`src/rtl/lib_arb_pkg.sv`:
```
// Shared types and helpers for the packet round-robin arbiter.
// Helpers work on vectors up to ARB_MAX_N bits wide. Callers zero-extend into them and truncate back out.
package lib_arb_pkg;

  localparam int ARB_MAX_N = 64;
  localparam int ARB_IDX_W = $clog2(ARB_MAX_N);

  typedef enum logic {
    IDLE = 1'b0,
    HOLD = 1'b1
  } arb_state_e;

  // One-hot rotate left by one within the low n bits. Bit n-1 wraps to bit 0.
  function automatic logic [ARB_MAX_N-1:0] rotl1(input logic [ARB_MAX_N-1:0] v,
                                                 input int n);
    logic [ARB_MAX_N-1:0] r;
    r = '0;
    for (int i = 0; i < ARB_MAX_N; i++) begin
      if (i == 0) r[0] = v[n-1];
      else if (i < n) r[i] = v[i-1];
    end
    return r;
  endfunction

  // Binary index of a one-hot vector. The result is 0 for an all-zero input.
  function automatic logic [ARB_IDX_W-1:0] onehot2idx(input logic [ARB_MAX_N-1:0] v);
    logic [ARB_IDX_W-1:0] idx;
    idx = '0;
    for (int i = 0; i < ARB_MAX_N; i++) begin
      if (v[i]) idx = idx | ARB_IDX_W'(i);
    end
    return idx;
  endfunction

endpackage

```
`src/rtl/lib_fppe.sv`:
```
// Fast programmable priority encoder: grants the first requester at or after
// the one-hot priority position, searching upward with wrap-around.
module LIB_FPPE #(
  parameter int N   = 16,
  parameter int LAH = 4
) (
  input  logic [N-1:0] i_request,
  input  logic [N-1:0] i_priority,
  output logic [N-1:0] o_grant,
  output logic         o_anyGnt
);

  localparam int GS = (LAH == 0) ? N : LAH;
  localparam int NG = (2 * N) / GS;

  if (N < 2) begin : g_bad_n
    $error("LIB_FPPE: N must be at least 2");
  end
  if (LAH > 0 && (N % LAH) != 0) begin : g_bad_lah
    $error("LIB_FPPE: N must be a multiple of LAH");
  end

  logic [2*N-1:0] gnt2;
  logic           tok;
  logic           t;
  logic           l;
  logic           none;
  int             j;
  int             b;

  // The search token runs over two copies of the request vector to cover the wrap-around.
  // Each group's carry-out skips the group when it holds no request.
  // l is the group's own carry-out, computed with no incoming token.
  always_comb begin
    // NOTE: every combinational output gets a default first, so no path leaves one unassigned (no latch).
    gnt2 = '0;
    tok  = 1'b0;
    t    = 1'b0;
    l    = 1'b0;
    none = 1'b1;
    j    = 0;
    b    = 0;
    for (int g = 0; g < NG; g++) begin
      t    = tok;
      l    = 1'b0;
      none = 1'b1;
      for (int k = 0; k < GS; k++) begin
        j = g * GS + k;
        b = j % N;
        if (j < N) begin
          t = t | i_priority[b];
          l = l | i_priority[b];
        end
        gnt2[j] = t & i_request[b];
        t       = t & ~i_request[b];
        l       = l & ~i_request[b];
        none    = none & ~i_request[b];
      end
      tok = (LAH == 0) ? t : ((tok & none) | l);
    end
    o_grant = gnt2[N-1:0] | gnt2[2*N-1:N];
  end

  assign o_anyGnt = |o_grant;

endmodule

```
`src/rtl/lib_pkt_rr_arbiter.sv`:
```
// Packet-level round-robin arbiter. Holds one grant from the head flit to the tail flit.
// The grant then rotates, with the current owner taking the lowest priority.
module lib_pkt_rr_arbiter
  import lib_arb_pkg::*;
#(
  parameter int N   = 16,
  parameter int LAH = 4
) (
  input  logic                 clk,
  input  logic                 reset,
  input  logic [N-1:0]         i_request,
  input  logic [N-1:0]         i_tail,
  input  logic                 i_ready,
  output logic [N-1:0]         o_grant,
  output logic                 o_valid,
  output logic [$clog2(N)-1:0] o_sel,
  output logic [N-1:0]         o_priority
);

  localparam int SW = $clog2(N);

  if (N > ARB_MAX_N) begin : g_bad_n
    $error("lib_pkt_rr_arbiter: N exceeds ARB_MAX_N");
  end

  arb_state_e           state_q, state_d;
  logic [N-1:0]         grant_q, grant_d;
  logic [N-1:0]         ptr_q, ptr_d;
  logic                 valid_q;
  logic [SW-1:0]        sel_q;
  logic [N-1:0]         rot_gnt;
  logic [N-1:0]         fppe_req, fppe_pri, fppe_gnt;
  logic                 fppe_any;
  logic                 xfer, tail_xfer, withdrawn, release_gnt;
  logic [ARB_IDX_W-1:0] sel_full;

  assign rot_gnt   = N'(rotl1(ARB_MAX_N'(grant_q), N));
  assign xfer      = valid_q & (|(grant_q & i_request)) & i_ready;
  assign tail_xfer = xfer & (|(grant_q & i_tail));
  // A withdrawn request releases the grant regardless of i_ready, so it cannot deadlock the port.
  assign withdrawn   = (state_q == HOLD) & ~(|(grant_q & i_request));
  assign release_gnt = tail_xfer | withdrawn;

  // While holding, the encoder looks ahead for the next packet owner.
  // The current owner is excluded from that search.
  assign fppe_req = (state_q == HOLD) ? (i_request & ~grant_q) : i_request;
  assign fppe_pri = (state_q == HOLD) ? rot_gnt : ptr_q;

  LIB_FPPE #(
    .N   (N),
    .LAH (LAH)
  ) u_fppe (
    .i_request  (fppe_req),
    .i_priority (fppe_pri),
    .o_grant    (fppe_gnt),
    .o_anyGnt   (fppe_any)
  );

  always_comb begin
    state_d = state_q;
    grant_d = grant_q;
    ptr_d   = ptr_q;
    unique case (state_q)
      IDLE: begin
        if (fppe_any) begin
          grant_d = fppe_gnt;
          state_d = HOLD;
        end
      end
      HOLD: begin
        if (release_gnt) begin
          ptr_d = rot_gnt;
          if (fppe_any) begin
            grant_d = fppe_gnt;
          end else begin
            grant_d = '0;
            state_d = IDLE;
          end
        end
      end
      default: begin
        grant_d = '0;
        state_d = IDLE;
      end
    endcase
  end

  assign sel_full = onehot2idx(ARB_MAX_N'(grant_d));

  always_ff @(posedge clk) begin
    // NOTE: non-blocking assignments, so every register updates from the same pre-edge values.
    if (reset) begin
      state_q <= IDLE;
      grant_q <= '0;
      ptr_q   <= N'(1);
      valid_q <= 1'b0;
      sel_q   <= '0;
    end else begin
      state_q <= state_d;
      grant_q <= grant_d;
      ptr_q   <= ptr_d;
      valid_q <= |grant_d;
      sel_q   <= sel_full[SW-1:0];
    end
  end

  assign o_grant    = grant_q;
  assign o_valid    = valid_q;
  assign o_sel      = sel_q;
  assign o_priority = ptr_q;

endmodule

```
`config.mk`:
```
export PLATFORM = sky130hd
export DESIGN_NAME = lib_pkt_rr_arbiter
export DESIGN_NICKNAME = d
export VERILOG_FILES = /design/src/rtl/lib_arb_pkg.sv /design/src/rtl/lib_fppe.sv /design/src/rtl/lib_pkt_rr_arbiter.sv
export SDC_FILE = /design/constraint.sdc
export NUM_CORES = 1
export LEC_CHECK = 0
export CELL_PAD_IN_SITES_DETAIL_PLACEMENT = 0
export CELL_PAD_IN_SITES_GLOBAL_PLACEMENT = 1
export CORE_ASPECT_RATIO = 0.9
export CORE_MARGIN = 2
export CORE_UTILIZATION = 40
export CTS_CLUSTER_DIAMETER = 50
export DETAILED_ROUTE_END_ITERATION = 8
export HOLD_SLACK_MARGIN = 0.06
export PLACE_DENSITY = 0.9
export SYNTH_ARGS = -nofsm -noshare
export SYNTH_HDL_FRONTEND = slang
export SYNTH_SLANG_ARGS = --single-unit
```
`constraint.sdc`:
```
create_clock -name clk -period 7.7 [get_ports clk]
set_input_delay 0.77 -clock clk [delete_from_list [all_inputs] [get_ports clk]]
set_output_delay 0.77 -clock clk [all_outputs]
set_load 0.01 [all_outputs]
```
==> results of run 1 <==
per-layer routing:
metal  track usage  routed length, um  up-vias
met1        0.3658               5093     1677
met4       0.06018                250        0
met3       0.05587                917       25
li1              -                  -     1648
met5             0                  0        -
met2        0.4135               4905      175
metrics by stage:
step | util | power [mW]
after floorplan | - | 0.9254
after global placement | 0.5043 | 1.154
after detailed placement | 0.5043 | 1.156
after CTS | 0.5194 | 1.344
after global routing | 0.5194 | 1.439
final | 0.5194 | 1.360
synth_stat cells, types with 4 or more instances:
cell | n | area, sq um
inv_1 | 13 | 48.80
nor2_1 | 52 | 195.2
nand2b_1 | 10 | 62.56
a21boi_0 | 5 | 37.54
nor3_1 | 11 | 55.05
nor2b_1 | 13 | 81.33
a211oi_1 | 5 | 37.54
and3_1 | 4 | 25.02
buf_6 | 4 | 45.04
a221oi_1 | 10 | 87.58
o221ai_1 | 4 | 35.03
a21oi_1 | 25 | 125.1
mux2i_1 | 19 | 190.2
or2_2 | 4 | 25.02
o31ai_1 | 4 | 30.03
dfxtp_1 | 38 | 760.7
clkbuf_1 | 15 | 56.30
o21ai_0 | 10 | 50.05
a32oi_1 | 4 | 35.03
nand2_1 | 32 | 120.1
a22o_1 | 7 | 61.31
nand3_1 | 9 | 45.04
buf_4 | 5 | 37.54
or3_1 | 5 | 31.28
a31oi_1 | 7 | 43.79
a22oi_1 | 10 | 75.07
o211ai_1 | 4 | 30.03
flip-flops by register name, summed over array words and instances, names as in the netlist:
| name | count |
|---|---|
| state_q | 1 |
| o_sel | 4 |
| o_grant | 16 |
| o_valid | 1 |
| o_priority | 16 |
placed cells by master (no fill, tap or decap), types with 9 or more instances in the layout:
cell type and count:
clkdlybuf4s50_1 71, nor2_1 52, dfxtp_1 37, nand2_1 32
a21oi_1 25, mux2i_1 19, nor2b_1 13, inv_1 13
nor3_1 11, nand2b_1 10, a221oi_1 10, a22oi_1 10
o21ai_0 10, nand3_1 9
worst max-delay path, stage by stage:
cell	delay [ns]
clkdlybuf4s50_1	0.58
or2b_1	0.29
a31oi_1	0.30
nor3b_2	0.31
o221a_4	0.27
o32a_1	0.24
o2111ai_1	0.14
or4_4	0.57
o31ai_4	0.85
a22oi_1	0.25
and3_1	0.27
a41oi_1	0.21
report_power, final:
part / switching [mW] / internal, mW
clock: 0.0913 / 0.0967
sequential: 0.0733 / 0.238
combinational: 0.503 / 0.358
worst paths after layout:
kind            startpoint       endpoint  slack, ns  depth (start not counted)
min          o_priority[1]  o_priority[1]       0.54                          2
max           i_request[3]        o_valid       2.87                         12
min reg2reg  o_priority[1]  o_priority[1]       0.54                          2
max reg2reg        state_q        o_valid       3.13                         12
area by class of cell:
cell class,count,area [sq um],area share
Clock buffer,5,68.82,0.01756
Multi-Input combinational cell,326,2145,0.5473
Timing Repair Buffer,73,725.7,0.1852
Clock inverter,3,45.04,0.01149
Tap cell,96,120.1,0.03065
Sequential cell,38,762.0,0.1944
Inverter,14,52.55,0.01341
kinds of logic after synthesis:
family,after synthesis,share of synthesized area
flip-flops,38,0.2439
buffers and inverters,43,0.06859
AND/OR/NAND/NOR,162,0.2603
multiplexers,22,0.07180
AO/OA/AOI/OAI,142,0.3554
==> metrics.csv, run 1 <==
stage;metric;value;unit
layout;Nets;493;
power_and_ir_drop;P_leak;1.472;nW
critical_path;kind of critical path;input port to flip-flop;
global_route;total grt overflow;0;
clocking;clk_lat worst skew;0.32;ns
clocking;CTS tree;built;
critical_path;Critical Path Start Type;input port;
synthesis;Syn. warnings;0;
layout;post-route cell area;0.003919;sq mm
floorplan;I/O pin cnt;72;
synthesis;Post-Syn Nets;442;
sta;Fin Clk Skew;0.01624;ns
sta;final setup vio count;0;
sta;Max Freq;206.9;MHz
clocking;root buffer cell;clkbuf_8;
clocking;clk slew on worst S/H paths;0.09;ns
synthesis;synthesized instance count;407;
floorplan;Initial Utilization;0.4134;
critical_path;Worst setup EP type;flip-flop;
global_route;vias in the first global route;3317;
sta;RSZ-0062 raised after global routing;false;
clocking;Post-CTS Hold Buffers;0;
global_route;first-pass GRT wire length;17.74;mm
critical_path;CP required;7.93;ns
place;Placement Setup Slack;2.643;ns
synthesis;Mapped Area;0.003119;sq mm
layout;Antenna Cells;0;
drt;Via-to-Cell Ratio;6.351;
layout;final std cells w/o fill;555;
drt;post-DR wirelength/cell;20.12;um
synthesis;Post-synth ARST share;0;
global_route;All-Layer GR Usage;0.2606;
layout;# fillers;771;
sta;setup TNS;0;ns
hold_path;Hold Crit Class;flip-flop to flip-flop;
layout;share of cells above drive strength 1;0.06972;
floorplan;core area;0.007545;sq mm
place;port bufs;71;
place;Placed Cells;547;
drt;DR vias;3525;
layout;area delta synth->final;25.63;%
sta;Fin. Hold Viols;0;
sta;Rel. slew slack;0.1827;
drt;routed wire length;11.17;mm
floorplan;DIE AREA;0.008522;sq mm
clocking;post_cts resized;0;
synthesis;Post-synth EDFFs;0;
floorplan;FP Rows;30;
clocking;CTS buffer count;5;
clocking;H-tree depth;2;
synthesis;sequential share of the synthesized area;0.2439;
synthesis;Seq cells post-synth;38;
power_and_ir_drop;P per Cell Area;347.2;mW/mm^2
drt;DRC violations left;0;
job;Max-cap violations;0;
drt;DRT Pass-1 Iters;5;
place;Placed Area;0.003805;sq mm
sta;final setup margin;2.867;ns
sta;max-slew violation count;0;
sta;clock period minus final worst setup slack;4.833;ns
clocking;CTS max path bufs;2;
sta;Final Cycle Share;0.6277;
critical_path;CP Data Arrival Time;5.06;ns
sta;hold_ws;0.5437;ns
synthesis;syn_area_per_cell;7.664;sq um
synthesis;Most used DFF post-synth;dfxtp_1;
floorplan;Die Ht;87.78;um
status;status;finished clean;
critical_path;CP Max Fanout;22;
power_and_ir_drop;Peak VDD IR;0.0002194;V
place;HPWL after DPL;8.160;mm
synthesis;Netlist cell types;73;
place;Final Wtd Congestion;0.9250;
global_route;number of antenna violations at the first check in global routing;0;
sta;worst slew pin tran;1.226;ns
clocking;clk sink count;38;
floorplan;Chip Width;97.09;um
drt;initial detailed-routing violation count;307;
global_route;pin count of the biggest net entering global routing;59;
drt;ANT nets after route;0;
clocking;# Post-CTS Setup Buffers;0;
(Power assumes the default switching activity.)
==> inputs of run 2 (changes only) <==
- CORE_UTILIZATION: 40 -> 37
- PLACE_DENSITY: 0.9 -> 0.84
- clock period: 7.7 -> 4.7 ns (I/O delays scaled with it)
==> run 2 against run 1 <==
Effect of this change:
- die area increased by 7.7%
- register-to-register slack got worse by 2.7 ns
- sequential cell count unchanged
- combinational power increased by 82%
- total power increased by 79%
- clock skew decreased by 0.0055 ns
- count of clock-buffer cells in the layout increased by 1
- first-iteration DRC count decreased by 23%
- global-route usage increased by 0.94 points
- final area increased by 5.7%
- sequential power increased by 61%
- critical endpoint unchanged
- clock power increased by 96%
==> metrics.csv, run 2 (synthesis gave the netlist of run 1 again) <==
stage;metric;value;unit
floorplan;FP Rows;31;
global_route;first-pass GRT wire length;19.15;mm
clocking;clk sink count;38;
global_route;vias in the first global route;3467;
sta;Final Cycle Share;0.8986;
hold_path;hold path depth;2;
sta;worst slew pin tran;0.6550;ns
global_route;pin count of the biggest net entering global routing;38;
critical_path;CP Max Fanout;23;
clocking;Post-CTS Hold Buffers;0;
drt;ANT nets after route;0;
clocking;H-tree depth;2;
critical_path;buffer and inverter count on the worst path;1;
critical_path;FF-to-FF path depth;11;
critical_path;kind of critical path;flip-flop to flip-flop;
clocking;CTS tree;built;
sta;Rel. slew slack;0.5624;
drt;initial detailed-routing violation count;235;
critical_path;cell depth of the worst setup path;11;
layout;area of the multi-input gates;0.002145;sq mm
critical_path;cell with the largest stage delay on the worst path;dfxtp_2;
clocking;post_cts resized;0;
clocking;clk slew on worst S/H paths;0.09;ns
drt;DR vias;3599;
critical_path;Worst setup EP type;flip-flop;
floorplan;DIE AREA;0.009182;sq mm
sta;final setup margin;0.4767;ns
status;status;finished clean;
layout;most frequent cells in the layout;clkdlybuf4s50_1, nor2_1, dfxtp_1;
sta;RSZ-0062 raised after global routing;false;
clocking;# Post-CTS Setup Buffers;0;
sta;Fin Clk Skew;0.01076;ns
power_and_ir_drop;Peak VDD IR;0.0002881;V
job;Max-cap violations;0;
drt;DRT Pass-1 Iters;5;
clocking;clk_lat worst skew;0.31;ns
place;port bufs;71;
sta;setup TNS;0;ns
critical_path;CP required;4.87;ns
drt;routed wire length;12.33;mm
sta;clock period minus final worst setup slack;4.223;ns
drt;post-DR wirelength/cell;21.19;um
sta;Max Freq;236.8;MHz
layout;share of cells above drive strength 1;0.1159;
sta;final setup vio count;0;
floorplan;I/O pin cnt;72;
layout;area delta synth->final;32.85;%
power_and_ir_drop;P_leak;1.617;nW
floorplan;Chip Width;100.8;um
drt;DRC violations left;0;
hold_path;Hold Crit Class;flip-flop to flip-flop;
critical_path;Critical Path Start Type;flip-flop;
floorplan;Initial Utilization;0.3848;
sta;Fin. Hold Viols;0;
sta;max-slew violation count;0;
clocking;root buffer cell;clkbuf_8;
floorplan;Die Ht;91.11;um
layout;Seq. cell area;762.0;sq um
clocking;CTS buffer count;5;
critical_path;Largest delay share family, worst path;compound AO/OA/AOI/OAI gates;
layout;Antenna Cells;0;
layout;Nets;517;
clocking;CTS max path bufs;2;
power_and_ir_drop;P per Cell Area;589.0;mW/mm^2
layout;# fillers;801;
critical_path;Max stage delay on crit path;0.64;ns
place;HPWL after DPL;9.415;mm
floorplan;core area;0.008107;sq mm
critical_path;CP Data Arrival Time;4.39;ns
drt;Via-to-Cell Ratio;6.184;
global_route;number of antenna violations at the first check in global routing;0;
place;Final Wtd Congestion;0.9735;
global_route;total grt overflow;0;
global_route;All-Layer GR Usage;0.2700;
critical_path;crit-path cells;buf_12, a21boi_1, a2111o_1, o221a_4, or4_4, a31oi_1, or4_4, o31ai_4, a2111o_1, a2111oi_4, a41oi_1;
place;Placement Setup Slack;0.2643;ns
layout;most common cell after layout, fill and taps aside;clkdlybuf4s50_1;
run 2: where the power goes:
group	leakage (nW)	internal [mW]	total [mW]	switching [mW]
combinational	1.24	0.680	1.57	0.890
clock	0.0714	0.227	0.369	0.142
sequential	0.309	0.391	0.502	0.112
total	1.62	1.30	2.44	1.14
run 2: per-stage QoR:
step / std cells / util / total power [mW] / hold slack (ns) / area, sq um
floorplan: 407 / - / 1.516 / 0.5468 / 3119
global placement: 574 / 0.4936 / 2.056 / 0.5130 / 4001
detailed placement: 574 / 0.4936 / 2.049 / 0.5272 / 4001
CTS: 582 / 0.5112 / 2.418 / 0.5497 / 4144
global route: 582 / 0.5112 / 2.589 / 0.5806 / 4144
finish: 582 / 0.5112 / 2.441 / 0.5423 / 4144
run 2: area by class of cell:
type | count | share of cell area
inverter | 14 | 0.01268
clock buffer | 6 | 0.01993
timing repair buffer | 97 | 0.2216
multi-input combinational | 326 | 0.5175
tap | 99 | 0.02989
sequential | 38 | 0.1839
clock inverter | 2 | 0.01449
run 2: metal layers:
layer | wire (um) | up-vias | GRT usage | part of all wire
li1 | - | 1690 | - | -
met1 | 5687 | 1723 | 0.3795 | 0.46
met2 | 5327 | 159 | 0.4006 | 0.43
met3 | 969 | 27 | 0.06082 | 0.079
met4 | 350 | 0 | 0.09703 | 0.028
met5 | 0 | - | 0 | 0
run 2: worst register-to-register path, delay by kind of cell, from the launching register on:
kind	cells	cell delay (ns)
compound gates	8	2.46
simple gates	2	0.77
flops	1	0.64
buf+inv	1	0.23
run 2: worst paths after layout:
check                       from        endpoint  slack [ns]
hold reg to reg   o_priority[13]  o_priority[13]        0.54
setup / recovery         state_q         o_valid        0.48
hold / removal    o_priority[13]  o_priority[13]        0.54
setup reg to reg         state_q         o_valid        0.48
==> inputs of run 3 (changes only) <==
- CORE_ASPECT_RATIO: 0.9 -> 2
==> run 3 against run 2 <==
Effect of this change:
- die area is 0.47% higher
- critical path depth is 2 higher
- fmax is 0.88% higher
- critical path type is now input port to flip-flop
- clock power is 4% lower
- largest power group unchanged
- clock skew hardly changed
==> metrics.csv, run 3 (synthesis gave the netlist of run 1 again) <==
stage;metric;value;unit
sta;max-slew violation count;0;
hold_path;Hold Crit Class;flip-flop to flip-flop;
place;Placed Cells;581;
layout;most common cell after layout, fill and taps aside;clkdlybuf4s50_1;
drt;initial detailed-routing violation count;263;
global_route;All-Layer GR Usage;0.3067;
global_route;pin count of the biggest net entering global routing;38;
critical_path;R2R setup slack;0.56;ns
global_route;vias in the first global route;3602;
critical_path;kind of critical path;input port to flip-flop;
floorplan;Chip Width;68.93;um
sta;Fin Clk Skew;0.01028;ns
sta;RSZ-0062 raised after global routing;false;
drt;post-DR wirelength/cell;23.41;um
sta;Fin. Hold Viols;0;
clocking;Post-CTS Hold Buffers;0;
layout;most frequent cells in the layout;clkdlybuf4s50_1, nor2_1, dfxtp_1;
clocking;root buffer cell;clkbuf_16;
sta;final setup vio count;0;
sta;worst slew pin tran;0.9992;ns
layout;final std cells w/o fill;589;
place;HPWL after DPL;10.82;mm
critical_path;FF-to-FF path depth;11;
global_route;first-pass GRT wire length;20.27;mm
sta;Max Freq;238.9;MHz
place;port bufs;71;
global_route;number of antenna violations at the first check in global routing;0;
floorplan;core area;0.008233;sq mm
floorplan;I/O pin cnt;72;
job;Max-cap violations;0;
place;Final Wtd Congestion;1.027;
clocking;# Post-CTS Setup Buffers;0;
critical_path;CP Max Fanout;9;
critical_path;Max stage delay on crit path;0.59;ns
sta;Final Cycle Share;0.8907;
sta;clock period minus final worst setup slack;4.186;ns
critical_path;CP required;4.90;ns
layout;share of cells above drive strength 1;0.1303;
clocking;clk slew on worst S/H paths;0.07;ns
clocking;CTS tree;built;
hold_path;hold path depth;2;
layout;Nets;525;
critical_path;Worst setup EP type;flip-flop;
floorplan;DIE AREA;0.009226;sq mm
clocking;clk sink count;38;
status;status;finished clean;
sta;hold_ws;0.5522;ns
layout;Antenna Cells;0;
critical_path;CP Data Arrival Time;4.39;ns
drt;DRC violations left;0;
power_and_ir_drop;post-route total power;2.441;mW
drt;Via-to-Cell Ratio;6.278;
floorplan;Initial Utilization;0.3789;
critical_path;cell with the largest stage delay on the worst path;clkdlybuf4s50_1;
drt;DR vias;3698;
power_and_ir_drop;P_leak;1.653;nW
power_and_ir_drop;P per Cell Area;581.2;mW/mm^2
critical_path;buffer and inverter count on the worst path;2;
clocking;CTS buffer count;5;
clocking;H-tree depth;2;
floorplan;FP Rows;47;
critical_path;crit-path cells;clkdlybuf4s50_1, or2b_1, a31oi_1, nor3b_2, o221a_4, o32a_1, o2111ai_1, or4_4, o31ai_4, buf_4, o21ai_1, and2_0, a41oi_1;
power_and_ir_drop;Peak VDD IR;0.0003353;V
critical_path;Largest delay share family, worst path;compound AO/OA/AOI/OAI gates;
critical_path;cell depth of the worst setup path;13;
clocking;clk_lat worst skew;0.29;ns
sta;setup TNS;0;ns
clocking;CTS max path bufs;2;
drt;DRT Pass-1 Iters;6;
clocking;post_cts resized;0;
layout;area delta synth->final;34.62;%
sta;Rel. slew slack;0.3339;
global_route;total grt overflow;0;
critical_path;Critical Path Start Type;input port;
drt;ANT nets after route;0;
drt;routed wire length;13.79;mm
floorplan;Die Ht;133.9;um
## run 3: cell types whose count changed in the layout (fill, tap and decap cells not counted)
cell	change
bufinv_16	-2
buf_12	-1
clkinv_2	+1
buf_4	+9
clkbuf_16	+5
clkbuf_8	-5
clkinvlp_4	+1
## run 3: stage by stage
stage,util,worst slack [ns],instance area [sq um]
after detailed placement,0.4916,0.2249,4048
after global placement,0.4916,0.2775,4048
final,0.5100,0.5136,4199
after global routing,0.5100,0.3202,4199
after CTS,0.5100,0.5034,4199
after floorplan,-,1.242,3119
## run 3: layout make-up
cell class              count  area, sq um
clock buffers               6        138.9
clock inverters             2        12.51
fillers                   851         4034
inverters                  14        52.55
multi-input cells         326         2145
flip-flops and latches     38        762.0
well taps                  98        122.6
repair buffers            105        965.9
## run 3: metal layers
metal  wire [um]  global-route usage
met3         688             0.03775
met2        7402              0.5438
met5           0                   0
met1        4726              0.3162
met4         970              0.2059
## run 3: worst paths after layout
check / from / end
worst min-delay path: o_priority[6] / o_priority[6]
worst max register to register: state_q / o_valid
worst max-delay path: i_request[3] / o_valid
worst min register to register: o_priority[6] / o_priority[6]
## run 3: report_power, final
group          internal [mW]  switching [mW]  total [mW]
Clock                  0.210           0.144       0.355
Combinational          0.682           0.888        1.57
Sequential             0.391           0.125       0.516
Total                   1.28            1.16        2.44
## run 3: worst reg2reg max path: stages, from the launching register on
cell and delay [ns]:
dfxtp_2 0.69, buf_4 0.29, o211ai_2 0.17, a2111o_1 0.47, o221a_4 0.31, or4_4 0.53
a31oi_1 0.24, or4_4 0.21, o31ai_4 0.12, a2111o_1 0.44, a2111oi_4 0.37, a41oi_1 0.16
